<file path="src/rtl/pipeline_trace_pkg.sv">
// Shared types for the pipeline trace monitor.
//   state_e        : monitor FSM state, encoded as IDLE=0, RUN=1, HALT=2, TIMEOUT=3.
//   trace_entry_t  : one captured writeback {rd, data[, pc]}.
//   idx_width()    : trace index width for a given ring depth.
// Optional feature macro: TRACE_PC_EN adds a pc field to trace_entry_t.
package pipeline_trace_pkg;

  // Stored data/pc width; the monitor's XLEN must not exceed it.
  localparam int unsigned TRACE_XLEN  = 32;
  localparam int unsigned TRACE_DEPTH = 16;

  function automatic int unsigned idx_width(input int unsigned depth);
    return (depth > 1) ? $clog2(depth) : 1;
  endfunction

  localparam int unsigned TRACE_IDX_W = idx_width(TRACE_DEPTH);

  typedef enum logic [1:0] {
    StIdle    = 2'd0,
    StRun     = 2'd1,
    StHalt    = 2'd2,
    StTimeout = 2'd3
  } state_e;

  typedef struct packed {
    logic [4:0]            rd;
    logic [TRACE_XLEN-1:0] data;
`ifdef TRACE_PC_EN
    logic [TRACE_XLEN-1:0] pc;
`endif
  } trace_entry_t;

endpackage

</file>
<file path="src/rtl/pipeline_trace_monitor_if.sv">
// Retire-side bus watched by the trace monitor.
//   cur_pc   : PC of the instruction in fetch.
//   wb_valid : writeback stage retires a register write this cycle.
//   rd       : writeback destination register.
//   db       : writeback data bus.
// master = CPU side (drives), slave = monitor side (observes).
interface pipeline_trace_monitor_if #(
  parameter int unsigned XLEN = 32
);
  logic [XLEN-1:0] cur_pc;
  logic            wb_valid;
  logic [4:0]      rd;
  logic [XLEN-1:0] db;

  modport master (output cur_pc, wb_valid, rd, db);
  modport slave  (input  cur_pc, wb_valid, rd, db);
endinterface

</file>
<file path="src/rtl/trace_ring_buffer.sv">
// Circular trace store of the last DEPTH captured writebacks.
//   i_clk, i_rst : clock, synchronous active-high reset.
//   i_wr_en      : capture i_entry at the write pointer this cycle.
//   i_entry      : entry to capture.
//   i_idx        : read index, 0 = oldest valid entry.
//   o_entry      : selected entry, all zero when i_idx >= o_count.
//   o_count      : valid entries, saturating at DEPTH.
//   o_wrapped    : sticky, set once an entry has been overwritten.
// DEPTH must be a power of two so the pointers wrap by plain overflow.
module trace_ring_buffer
  import pipeline_trace_pkg::*;
#(
  parameter int unsigned  DEPTH = 16,
  localparam int unsigned IDX_W = idx_width(DEPTH)
) (
  input  logic             i_clk,
  input  logic             i_rst,
  input  logic             i_wr_en,
  input  trace_entry_t     i_entry,
  input  logic [IDX_W-1:0] i_idx,
  output trace_entry_t     o_entry,
  output logic [IDX_W:0]   o_count,
  output logic             o_wrapped
);

  trace_entry_t     r_mem [DEPTH];
  logic [IDX_W-1:0] r_head;
  logic [IDX_W-1:0] r_wr_ptr;
  logic [IDX_W:0]   r_count;
  logic             r_wrapped;
  logic             w_full;
  logic [IDX_W-1:0] w_rd_addr;

  assign w_full = (r_count == (IDX_W + 1)'(DEPTH));

  always_ff @(posedge i_clk) begin
    if (i_rst) begin
      r_head    <= '0;
      r_wr_ptr  <= '0;
      r_count   <= '0;
      r_wrapped <= 1'b0;
    end else if (i_wr_en) begin
      r_wr_ptr <= r_wr_ptr + IDX_W'(1);
      if (w_full) begin
        // Ring full: the new entry lands on the oldest one, so the head moves on.
        r_head    <= r_head + IDX_W'(1);
        r_wrapped <= 1'b1;
      end else begin
        r_count <= r_count + (IDX_W + 1)'(1);
      end
    end
  end

  // Storage is not reset; stale contents are hidden by r_count.
  always_ff @(posedge i_clk) begin
    if (i_wr_en && !i_rst) begin
      r_mem[r_wr_ptr] <= i_entry;
    end
  end

  always_comb begin
    w_rd_addr = r_head + i_idx;
    o_entry   = '0;
    if ({1'b0, i_idx} < r_count) begin
      o_entry = r_mem[w_rd_addr];
    end
  end

  assign o_count   = r_count;
  assign o_wrapped = r_wrapped;

endmodule

</file>
<file path="src/rtl/pipeline_trace_monitor.sv">
// Run monitor for the five-stage pipeline CPU: counts RUN cycles and retired
// writes, detects halt (PC stuck for HALT_CYCLES cycles) and timeout, and keeps
// a ring trace of the last DEPTH register writebacks.
//   i_clk, i_rst        : clock, synchronous active-high reset.
//   i_en                : start monitoring, sampled in IDLE only.
//   i_bus               : retire bus (cur_pc, wb_valid, rd, db), slave side.
//   i_trace_idx         : trace read index, 0 = oldest valid entry.
//   o_trace_rd/data/pc  : selected entry, zero when the index is past the count.
//   o_trace_count       : valid entries, saturating at DEPTH.
//   o_trace_wrapped     : sticky overwrite flag.
//   o_cycle_cnt         : cycles spent in RUN.
//   o_retire_cnt        : captured writebacks.
//   o_state, o_done     : FSM state (IDLE/RUN/HALT/TIMEOUT), terminal flag.
// Optional feature macro: TRACE_PC_EN stores cur_pc with each entry; otherwise
// o_trace_pc is tied to 0.
module pipeline_trace_monitor
  import pipeline_trace_pkg::*;
#(
  parameter int unsigned  XLEN        = 32,
  parameter int unsigned  DEPTH       = 16,
  parameter int unsigned  HALT_CYCLES = 4,
  parameter int unsigned  TIMEOUT     = 1024,
  localparam int unsigned IDX_W       = idx_width(DEPTH)
) (
  input  logic                    i_clk,
  input  logic                    i_rst,
  input  logic                    i_en,
  pipeline_trace_monitor_if.slave i_bus,
  input  logic [IDX_W-1:0]        i_trace_idx,
  output logic [4:0]              o_trace_rd,
  output logic [XLEN-1:0]         o_trace_data,
  output logic [XLEN-1:0]         o_trace_pc,
  output logic [IDX_W:0]          o_trace_count,
  output logic                    o_trace_wrapped,
  output logic [31:0]             o_cycle_cnt,
  output logic [31:0]             o_retire_cnt,
  output logic [1:0]              o_state,
  output logic                    o_done
);

  localparam int unsigned STABLE_W = $clog2(HALT_CYCLES);

  state_e              r_state;
  state_e              w_state_d;
  logic [XLEN-1:0]     r_prev_pc;
  logic [STABLE_W-1:0] r_stable;
  logic [31:0]         r_cycle_cnt;
  logic [31:0]         r_retire_cnt;
  logic                w_pc_match;
  logic                w_halt;
  logic                w_timeout;
  logic                w_capture;
  trace_entry_t        w_entry;
  trace_entry_t        w_rd_entry;

  assign w_pc_match = (i_bus.cur_pc == r_prev_pc);
  assign w_capture  = (r_state == StRun) && i_bus.wb_valid && (i_bus.rd != 5'd0);

  always_comb begin
    w_state_d = r_state;
    w_halt    = 1'b0;
    w_timeout = 1'b0;
    case (r_state)
      StIdle: begin
        if (i_en) w_state_d = StRun;
      end
      StRun: begin
        // Halt when this match brings the stable count up to HALT_CYCLES-1,
        // i.e. HALT_CYCLES consecutive cycles have shown the same PC.
        w_halt    = w_pc_match && (r_stable == STABLE_W'(HALT_CYCLES - 2));
        w_timeout = (r_cycle_cnt == 32'(TIMEOUT - 1));
        if (w_halt) begin
          w_state_d = StHalt;
        end else if (w_timeout) begin
          w_state_d = StTimeout;
        end
      end
      default: ;  // HALT and TIMEOUT are left only through reset
    endcase
  end

  always_ff @(posedge i_clk) begin
    if (i_rst) begin
      r_state      <= StIdle;
      r_prev_pc    <= '0;
      r_stable     <= '0;
      r_cycle_cnt  <= '0;
      r_retire_cnt <= '0;
    end else begin
      r_state <= w_state_d;
      if (r_state == StRun) begin
        r_prev_pc   <= i_bus.cur_pc;
        r_stable    <= w_pc_match ? r_stable + STABLE_W'(1) : '0;
        r_cycle_cnt <= r_cycle_cnt + 32'd1;
        if (w_capture) r_retire_cnt <= r_retire_cnt + 32'd1;
      end
    end
  end

  always_comb begin
    w_entry      = '0;
    w_entry.rd   = i_bus.rd;
    w_entry.data = TRACE_XLEN'(i_bus.db);
`ifdef TRACE_PC_EN
    w_entry.pc   = TRACE_XLEN'(i_bus.cur_pc);
`endif
  end

  trace_ring_buffer #(
    .DEPTH (DEPTH)
  ) u_ring (
    .i_clk     (i_clk),
    .i_rst     (i_rst),
    .i_wr_en   (w_capture),
    .i_entry   (w_entry),
    .i_idx     (i_trace_idx),
    .o_entry   (w_rd_entry),
    .o_count   (o_trace_count),
    .o_wrapped (o_trace_wrapped)
  );

  assign o_trace_rd   = w_rd_entry.rd;
  assign o_trace_data = XLEN'(w_rd_entry.data);
`ifdef TRACE_PC_EN
  assign o_trace_pc   = XLEN'(w_rd_entry.pc);
`else
  assign o_trace_pc   = '0;
`endif

  assign o_cycle_cnt  = r_cycle_cnt;
  assign o_retire_cnt = r_retire_cnt;
  assign o_state      = r_state;
  assign o_done       = (r_state == StHalt) || (r_state == StTimeout);

endmodule

</file>
<file path="src/flat_wrapper.sv">
// flat-port wrapper written by rule: the top's interface ports become plain ports
module pipeline_trace_monitor_flat import pipeline_trace_pkg::*;
#(
  parameter int unsigned  XLEN        = 32,
  parameter int unsigned  DEPTH       = 16,
  parameter int unsigned  HALT_CYCLES = 4,
  parameter int unsigned  TIMEOUT     = 1024,
  localparam int unsigned IDX_W       = idx_width(DEPTH)
)
  (i_clk, i_rst, i_en, i_trace_idx, o_trace_rd, o_trace_data, o_trace_pc, o_trace_count, o_trace_wrapped, o_cycle_cnt, o_retire_cnt, o_state, o_done, i_bus_cur_pc, i_bus_wb_valid, i_bus_rd, i_bus_db);
  pipeline_trace_monitor_if #(.XLEN(XLEN)) i_bus_i ();
  input  logic i_clk;
  input  logic i_rst;
  input  logic i_en;
  input  logic [IDX_W-1:0] i_trace_idx;
  output logic [4:0] o_trace_rd;
  output logic [XLEN-1:0] o_trace_data;
  output logic [XLEN-1:0] o_trace_pc;
  output logic [IDX_W:0] o_trace_count;
  output logic o_trace_wrapped;
  output logic [31:0] o_cycle_cnt;
  output logic [31:0] o_retire_cnt;
  output logic [1:0] o_state;
  output logic o_done;
  input wire logic [$bits(i_bus_i.cur_pc)-1:0] i_bus_cur_pc;
  input wire logic [$bits(i_bus_i.wb_valid)-1:0] i_bus_wb_valid;
  input wire logic [$bits(i_bus_i.rd)-1:0] i_bus_rd;
  input wire logic [$bits(i_bus_i.db)-1:0] i_bus_db;
  assign i_bus_i.cur_pc = i_bus_cur_pc;
  assign i_bus_i.wb_valid = i_bus_wb_valid;
  assign i_bus_i.rd = i_bus_rd;
  assign i_bus_i.db = i_bus_db;
  pipeline_trace_monitor #(.XLEN(XLEN), .DEPTH(DEPTH), .HALT_CYCLES(HALT_CYCLES), .TIMEOUT(TIMEOUT)) u_core (.i_clk(i_clk), .i_rst(i_rst), .i_en(i_en), .i_bus(i_bus_i), .i_trace_idx(i_trace_idx), .o_trace_rd(o_trace_rd), .o_trace_data(o_trace_data), .o_trace_pc(o_trace_pc), .o_trace_count(o_trace_count), .o_trace_wrapped(o_trace_wrapped), .o_cycle_cnt(o_cycle_cnt), .o_retire_cnt(o_retire_cnt), .o_state(o_state), .o_done(o_done));
endmodule
</file>
<file path="config.mk">
export PLATFORM = sky130hd
export DESIGN_NAME = pipeline_trace_monitor_flat
export DESIGN_NICKNAME = d
export VERILOG_FILES = /design/src/rtl/pipeline_trace_pkg.sv /design/src/rtl/pipeline_trace_monitor_if.sv /design/src/rtl/trace_ring_buffer.sv /design/src/rtl/pipeline_trace_monitor.sv /design/src/flat_wrapper.sv
export SDC_FILE = /design/constraint.sdc
export NUM_CORES = 1
export LEC_CHECK = 0
export ABC_AREA = 1
export CORE_MARGIN = 8
export CORE_UTILIZATION = 50
export DETAILED_ROUTE_END_ITERATION = 12
export DONT_BUFFER_PORTS = 1
export GPL_TIMING_DRIVEN = 0
export MAX_ROUTING_LAYER = met4
export PLACE_DENSITY_LB_ADDON = 0.05
export SYNTH_ARGS = -nofsm -noshare
export SYNTH_HDL_FRONTEND = slang
export SYNTH_SLANG_ARGS = --single-unit
</file>
<file path="constraint.sdc">
create_clock -name i_clk -period 4.8 [get_ports i_clk]
set_input_delay 1.44 -clock i_clk [delete_from_list [all_inputs] [get_ports i_clk]]
set_output_delay 1.44 -clock i_clk [all_outputs]
set_load 0.1 [all_outputs]
</file>
==> summary.txt, run 1 <==
Timing
  • Tightest Pin Transition: 1220 ps
  • RSZ-0062 raised after global routing: true
  • Crit share post-route: 1.08
  • Final setup fails: 37
  • Final worst slack: -382 ps
  • Worst slew margin: 0.184
  • Hold_ws: ~470 ps
  • Slew Viols, Final: 0
  • Clock Skew: ~26 ps
  • Final hold viol count: 0
  • Fmax: approximately 190 MHz
  • Crit path time final: just over 5000 ps

Drt
  • Pre-antenna DRT Iters: 5
  • Vias: roughly 21000
  • Initial DRC count: roughly 1500
  • WL/cell: around 22 microns
  • DR DRC count: 0
  • Post-DRT Antenna Nets: 0
  • DR vias/cell: ~5.6
  • WL final: 82400 microns

Yosys
  • Synth Cell Area: between 20000 and 30000 sq um
  • Cells after Synth: ~2700
  • Top FF cell, synth: edfxtp_1
  • Synthesized flop and latch total: roughly 710
  • Largest cells by area after synthesis: edfxtp_1, o21ai_0, dfxtp_1, nor2_1, nand2_1
  • Count leader, synth: edfxtp_1
  • Yosys warning total: 0
  • Yosys cell types: 35
  • Top cells by count, synth: edfxtp_1, nor2_1, o21ai_0
  • Post-synth EDFFs: 592
  • Mapped Avg Cell Area: 10.8 sq um
  • Async set or reset register ratio after synthesis: 0
  • Synth area leader: edfxtp_1
  • Sequential fraction of the synthesis area: 0.679
  • Top-area cell type share of the netlist area: 0.602

Global routing
  • Overflow after GRT: 0
  • Vias in the first global route: between 20000 and 25000
  • Antenna violations before repair: 0
  • First-pass GRT wire length: around 130000 microns
  • Largest net degree at the start of global routing: 22
  • All-Layer GR Usage: 0.249

Floorplanning
  • Core Area: between 50000 and 60000 sq um
  • Initial Utilization: 0.503
  • Die area: 67100 sq um
  • Die Y: approximately 260 microns
  • Die X-Extent: 259 microns
  • Rows: just under 90
  • I/O pins: ~220

Setup path
  • Critical Path Start Type: primary input
  • CP required: 3360 ps
  • Cells along the critical path: ha_4, fa_2, buf_12, buf_12, buf_8, clkbuf_16, o21ai_0, o221ai_1, o21ai_1, nand2_1, nand2_2, nor2_4
  • Worst stage delay on the critical path: around 540 ps
  • Crit Path Class: primary input to output pin
  • Worst Path Max Fanout: 10
  • WP data arrival: between 3000 and 4000 ps
  • Slowest library cell on the worst path: fa_2
  • Most used cell, CP: buf_12
  • CP top delay family: adder cells
  • Reg2reg setup slack: approximately 820 ps
  • Crit end category: output pin
  • WP buf/inv: 4

Clock network
  • CTS Sinks: 706
  • Root Driver: clkbuf_16
  • Clock Latency Late Sink: 620 ps
  • Max clock buf depth: 3
  • H-tree depth: 3
  • TritonCTS buffer count: 74
  • Clock slew at reported path FFs: 60 ps
  • CTS tree: done
  • Hold buffer count at CTS: 0

Cells and area
  • Layout cells sized above 1: 0.155
  • Fin nets: approximately 3000
  • Filler cell count: roughly 4800
  • Design area: ~35000 sq um
  • Multi-input gate area: about 9100 sq um
  • Register area: roughly 20000 sq um
  • Area growth, synth to finish: 18.0%
  • Ant. Diodes: 0

Pwr
  • Power Density: 386 nW/um^2
  • Worst vdd ir: 375 uV
  • Leakage power: 11.8 nW
  • Total power: 0.0135 W

Flow run
  • Max cap viols: 0

Status
  • Violated checks: negative setup slack
  • Status: finished, violations left

Place
  • DP Area: approximately 32000 sq um
  • Hpwl dp: ~58000 microns
  • Placement Setup Slack: -1080 ps
  • IO buf count: 0
  • Final GP Congestion: between 0.8 and 0.9

Min path
  • Worst Hold Class: flip-flop to flip-flop
-- state kept, by name, indices dropped and copies added (netlist names) --
signal and flops:
u_core.u_ring.r_mem 592, u_core.o_cycle_cnt 32, u_core.o_retire_cnt 32, u_core.r_prev_pc 32, u_core.u_ring.o_count 5, u_core.u_ring.r_head 4
u_core.u_ring.r_wr_ptr 4, u_core.o_state 2, u_core.r_stable 2, u_core.u_ring.o_wrapped 1
-- cells by family after synthesis --
family | synth area share
AND/OR/NAND/NOR | 0.137
adder cells (fa/ha/maj) | 0.00745
AO/OA/AOI/OAI | 0.121
other | 0.000127
flip-flops | 0.679
XOR/XNOR | 0.0122
buffers and inverters | 0.0430
-- cell usage in the layout, fill, tap and decap left out, drive strengths merged --
cell      netlist  layout
edfxtp        592     592
nor2          566     566
o21ai         514     514
nand2         312     312
clkbuf        127     207
inv           120     124
dfxtp         114     114
buf            53     109
o221ai         72      72
a21oi          70      70
nor3           50      50
nand3          48      48
conb            1      32
xnor2          32      32
clkinv          0      29
nand4          19      19
ha             16      16
xor2            9       9
nand3b          5       5
bufinv          0       5
clkinvlp        0       4
o21a            2       2
a31oi           2       2
and3            1       1
and2            1       1
nor3b           1       1
a211oi          1       1
fa              1       1
-- final cells by class --
type / count / area share
Clock buffer: 90 / 0.0560
Timing Repair Buffer: 47 / 0.0198
Buffer: 179 / 0.0372
Sequential cell: 706 / 0.576
Inverter: 120 / 0.0133
Multi-Input combinational cell: 1754 / 0.260
Tap cell: 773 / 0.0277
Clock inverter: 42 / 0.0104
-- per-stage QoR --
| stage | utilization | instances | setup TNS [ps] |
|---|---|---|---|
| 6_report | 0.594 | 3711 | -11760 |
| 5_1_grt | 0.594 | 3711 | -14980 |
| 4_1_cts | 0.590 | 3711 | -13190 |
| 3_5_place_dp | 0.542 | 3568 | -35110 |
| 3_3_place_gp | 0.531 | 3533 | -1031730 |
| 2_1_floorplan | - | 2760 | -51630 |
-- final timing paths --
kind                                         start                                   end  cells after the start
hold / removal    u_core.r_prev_pc[0]$_SDFFE_PP0P_      u_core.r_prev_pc[0]$_SDFFE_PP0P_                      2
hold reg to reg   u_core.r_prev_pc[0]$_SDFFE_PP0P_      u_core.r_prev_pc[0]$_SDFFE_PP0P_                      2
setup / recovery                    i_trace_idx[0]                      o_trace_data[25]                     12
setup reg to reg    u_core.o_state[0]$_SDFFE_PP0P_  u_core.u_ring.r_mem[6][15]$_DFFE_PP_                     10
-- what timing repair did --
| action | 4_1_cts | 5_1_grt |
|---|---|---|
| resized for setup | 160 | 119 |
| buffers inserted | 10 | 0 |
| setup endpoints to repair | 37 | 37 |
| endpoints found under the hold margin | 0 | 0 |
| cloned | 1 | 1 |
| pin swaps | 42 | 28 |
-- power breakdown --
part,leakage (nW),internal [W],switching [W],total [W]
registers,6.25,0.00668,0.0000761,0.00676
clock network,1.13,0.00317,0.00234,0.00551
logic,4.44,0.000312,0.000878,0.00119
total,11.8,0.0102,0.00330,0.0135
-- layer usage --
layer	track usage	vias up	wire, microns
li1	-	9860	-
met5	-	-	0
met2	0.421	679	41400
met1	0.297	10200	33100
met4	0.0761	0	2030
met3	0.0555	149	5920
-- worst reg2reg max path, delay by kind of cell, from the launching register on --
family                 cells  cell delay (ps)
DFF                        1             1040
buffers and inverters      5              850
and+or+nand+nor            5             1760
No activity file was read; power rests on OpenSTA's default activity.
==> run 2, diff against run 1 <==
--- a/config.mk
+++ b/config.mk
@@ -6,12 +6,12 @@
 export NUM_CORES = 1
 export LEC_CHECK = 0
 export ABC_AREA = 1
+export CAP_MARGIN = 10
 export CORE_MARGIN = 8
 export CORE_UTILIZATION = 50
 export DETAILED_ROUTE_END_ITERATION = 12
 export DONT_BUFFER_PORTS = 1
 export GPL_TIMING_DRIVEN = 0
-export MAX_ROUTING_LAYER = met4
 export PLACE_DENSITY_LB_ADDON = 0.05
 export SYNTH_ARGS = -nofsm -noshare
 export SYNTH_HDL_FRONTEND = slang
==> summary.txt, run 2 (synthesized netlist as in run 1, its figures left out) <==
Clock network
  • Max clock buf depth: 3
  • Root Driver: clkbuf_16
  • Hold buffer count at CTS: 0
  • H-tree depth: 3
  • Clock Latency Late Sink: 610 ps
  • Clock slew at reported path FFs: about 50 ps
  • CTS tree: done
  • CTS Sinks: 706
  • TritonCTS buffer count: 74

Cells and area
  • Filler cell count: 4769
  • Area growth, synth to finish: 19.1%
  • Most frequent cells in the layout: edfxtp_1, nor2_1, o21ai_0
  • Most flop-heavy register: u_core.u_ring.r_mem
  • Max FFs per register: a little under 600
  • Layout cells sized above 1: 0.167
  • Fin nets: around 3000
  • Commonest non-fill, non-tap cell in the layout: edfxtp_1
  • Design area: between 30000 and 40000 sq um

Setup path
  • WP data arrival: between 3000 and 4000 ps
  • R2R cell count: 10
  • Critical Path Start Type: primary input
  • Crit end category: output pin
  • Worst Path Max Fanout: 10
  • Crit Path Class: primary input to output pin
  • CP required: ~3400 ps

Drt
  • Pre-antenna DRT Iters: 7
  • Initial DRC count: between 1500 and 2000
  • DR DRC count: 0
  • WL/cell: 22.4 microns
  • DR vias/cell: between 5 and 6
  • WL final: between 80000 and 90000 microns
  • Post-DRT Antenna Nets: 0
  • Vias: 21000

Pwr
  • Worst vdd ir: ~250 uV
  • Leakage power: approximately 12 nW
  • Power Density: 383 nW/um^2
  • Total power: 0.0135 W

Timing
  • Tightest Pin Transition: roughly 1200 ps
  • Crit share post-route: 1.09
  • Slew Viols, Final: 0
  • RSZ-0062 raised after global routing: true
  • Crit path time final: between 5000 and 6000 ps
  • Worst slew margin: 0.203
  • Clock Skew: between 15 and 20 ps
  • Final worst slack: -414 ps
  • Final setup fails: 37
  • Final hold viol count: 0
  • Fmax: ~190 MHz
  • TNS Setup: -12370 ps

Place
  • Hpwl dp: approximately 58000 microns
  • DP Area: ~32000 sq um
  • Final GP Congestion: ~0.83
  • IO buf count: 0

Global routing
  • Largest net degree at the start of global routing: 22
  • Overflow after GRT: 0
  • Antenna violations before repair: 1
  • Vias in the first global route: between 20000 and 25000
  • First-pass GRT wire length: about 130000 microns
  • All-Layer GR Usage: 0.246

Flow run
  • Max cap viols: 0

Status
  • Status: finished, violations left
  • Violated checks: negative setup slack

Floorplanning
  • I/O pins: approximately 220
  • Initial Utilization: 0.503
  • Die Y: ~260 microns
  • Die X-Extent: approximately 260 microns
  • Core Area: approximately 59000 sq um
  • Die area: between 60000 and 70000 sq um
  • Rows: between 80 and 90

Min path
  • Worst hold stages: 2
  • Worst Hold Class: flip-flop to flip-flop
==> run 2: cell count changes in the layout (fill, tap and decap cells not counted), moves of 4 or more <==
cell / previous run / this run
o21ai_2: 17 / 34
o21ai_0: 395 / 369
clkbuf_8: 10 / 6
o221ai_2: 22 / 32
o21ai_4: 0 / 7
clkbuf_4: 10 / 16
clkinvlp_4: 4 / 0
o221ai_1: 50 / 40
clkbuf_16: 83 / 89
clkbuf_2: 66 / 59
==> run 2: through the flow <==
| step | worst slack (ps) | util | hold WS (ps) | std cells |
|---|---|---|---|---|
| after global routing | -482 | 0.600 | 500 | 3717 |
| after floorplan | -265 | - | 444 | 2760 |
| after detailed placement | -1070 | 0.542 | 461 | 3568 |
| final | -414 | 0.600 | 467 | 3718 |
| after CTS | -418 | 0.595 | 470 | 3716 |
| after global placement | -3210 | 0.531 | 454 | 3533 |
==> run 2: path summary, 6_finish.rpt <==
path | from | endpoint | slack [ps]
worst max-delay path | i_trace_idx[0] | o_trace_data[10] | -410
worst min register to register | u_core.r_prev_pc[0]$_SDFFE_PP0P_ | u_core.r_prev_pc[0]$_SDFFE_PP0P_ | 470
worst max register to register | u_core.o_state[0]$_SDFFE_PP0P_ | u_core.u_ring.r_mem[6][15]$_DFFE_PP_ | 800
worst min-delay path | u_core.r_prev_pc[0]$_SDFFE_PP0P_ | u_core.r_prev_pc[0]$_SDFFE_PP0P_ | 470
==> run 2: final cells by class <==
| cell class | count | area (sq um) | area share |
|---|---|---|---|
| well taps | 773 | 967 | 0.0275 |
| clock buffers | 89 | 1930 | 0.0548 |
| diodes | 1 | 2.50 | 0.0000711 |
| repair buffers | 55 | 791 | 0.0225 |
| flip-flops and latches | 706 | 20100 | 0.570 |
| plain buffers | 180 | 1380 | 0.0392 |
| clock inverters | 40 | 340 | 0.00967 |
| inverters | 120 | 458 | 0.0130 |
| multi-input cells | 1754 | 9270 | 0.263 |
==> run 2: metal layers <==
metal / up-vias / wire length (microns) / track usage / share of wire
met2: 651 / 41800 / 0.426 / 0.50
met5: - / 0 / 0 / 0
li1: 9873 / - / - / -
met3: 139 / 5740 / 0.0542 / 0.069
met1: 10300 / 33900 / 0.307 / 0.41
met4: 0 / 1900 / 0.0748 / 0.023
==> run 2: power breakdown <==
group,total [W],internal (W),switching (W),leakage (nW)
Combinational,0.00123,0.000332,0.000898,4.57
Clock,0.00548,0.00317,0.00231,1.11
Sequential,0.00676,0.00668,0.0000756,6.25
Total,0.0135,0.0102,0.00328,11.9
==> run 2: worst max-delay path, stage by stage <==
cell and delay, ps:
ha_4 140, fa_2 540, buf_12 170, buf_4 140, buf_12 110, clkbuf_16 150, o21ai_0 80, o221ai_1 220
o21ai_1 110, nand2_1 80, nand2_2 80, nor2_4 490
==> run 2: repair_timing <==
action / in CTS / in global routing
buffers inserted: 13 / 1
cloned: 6 / 1
endpoints found under the setup margin: 37 / 37
resized for setup: 254 / 109
pin swaps: 102 / 50
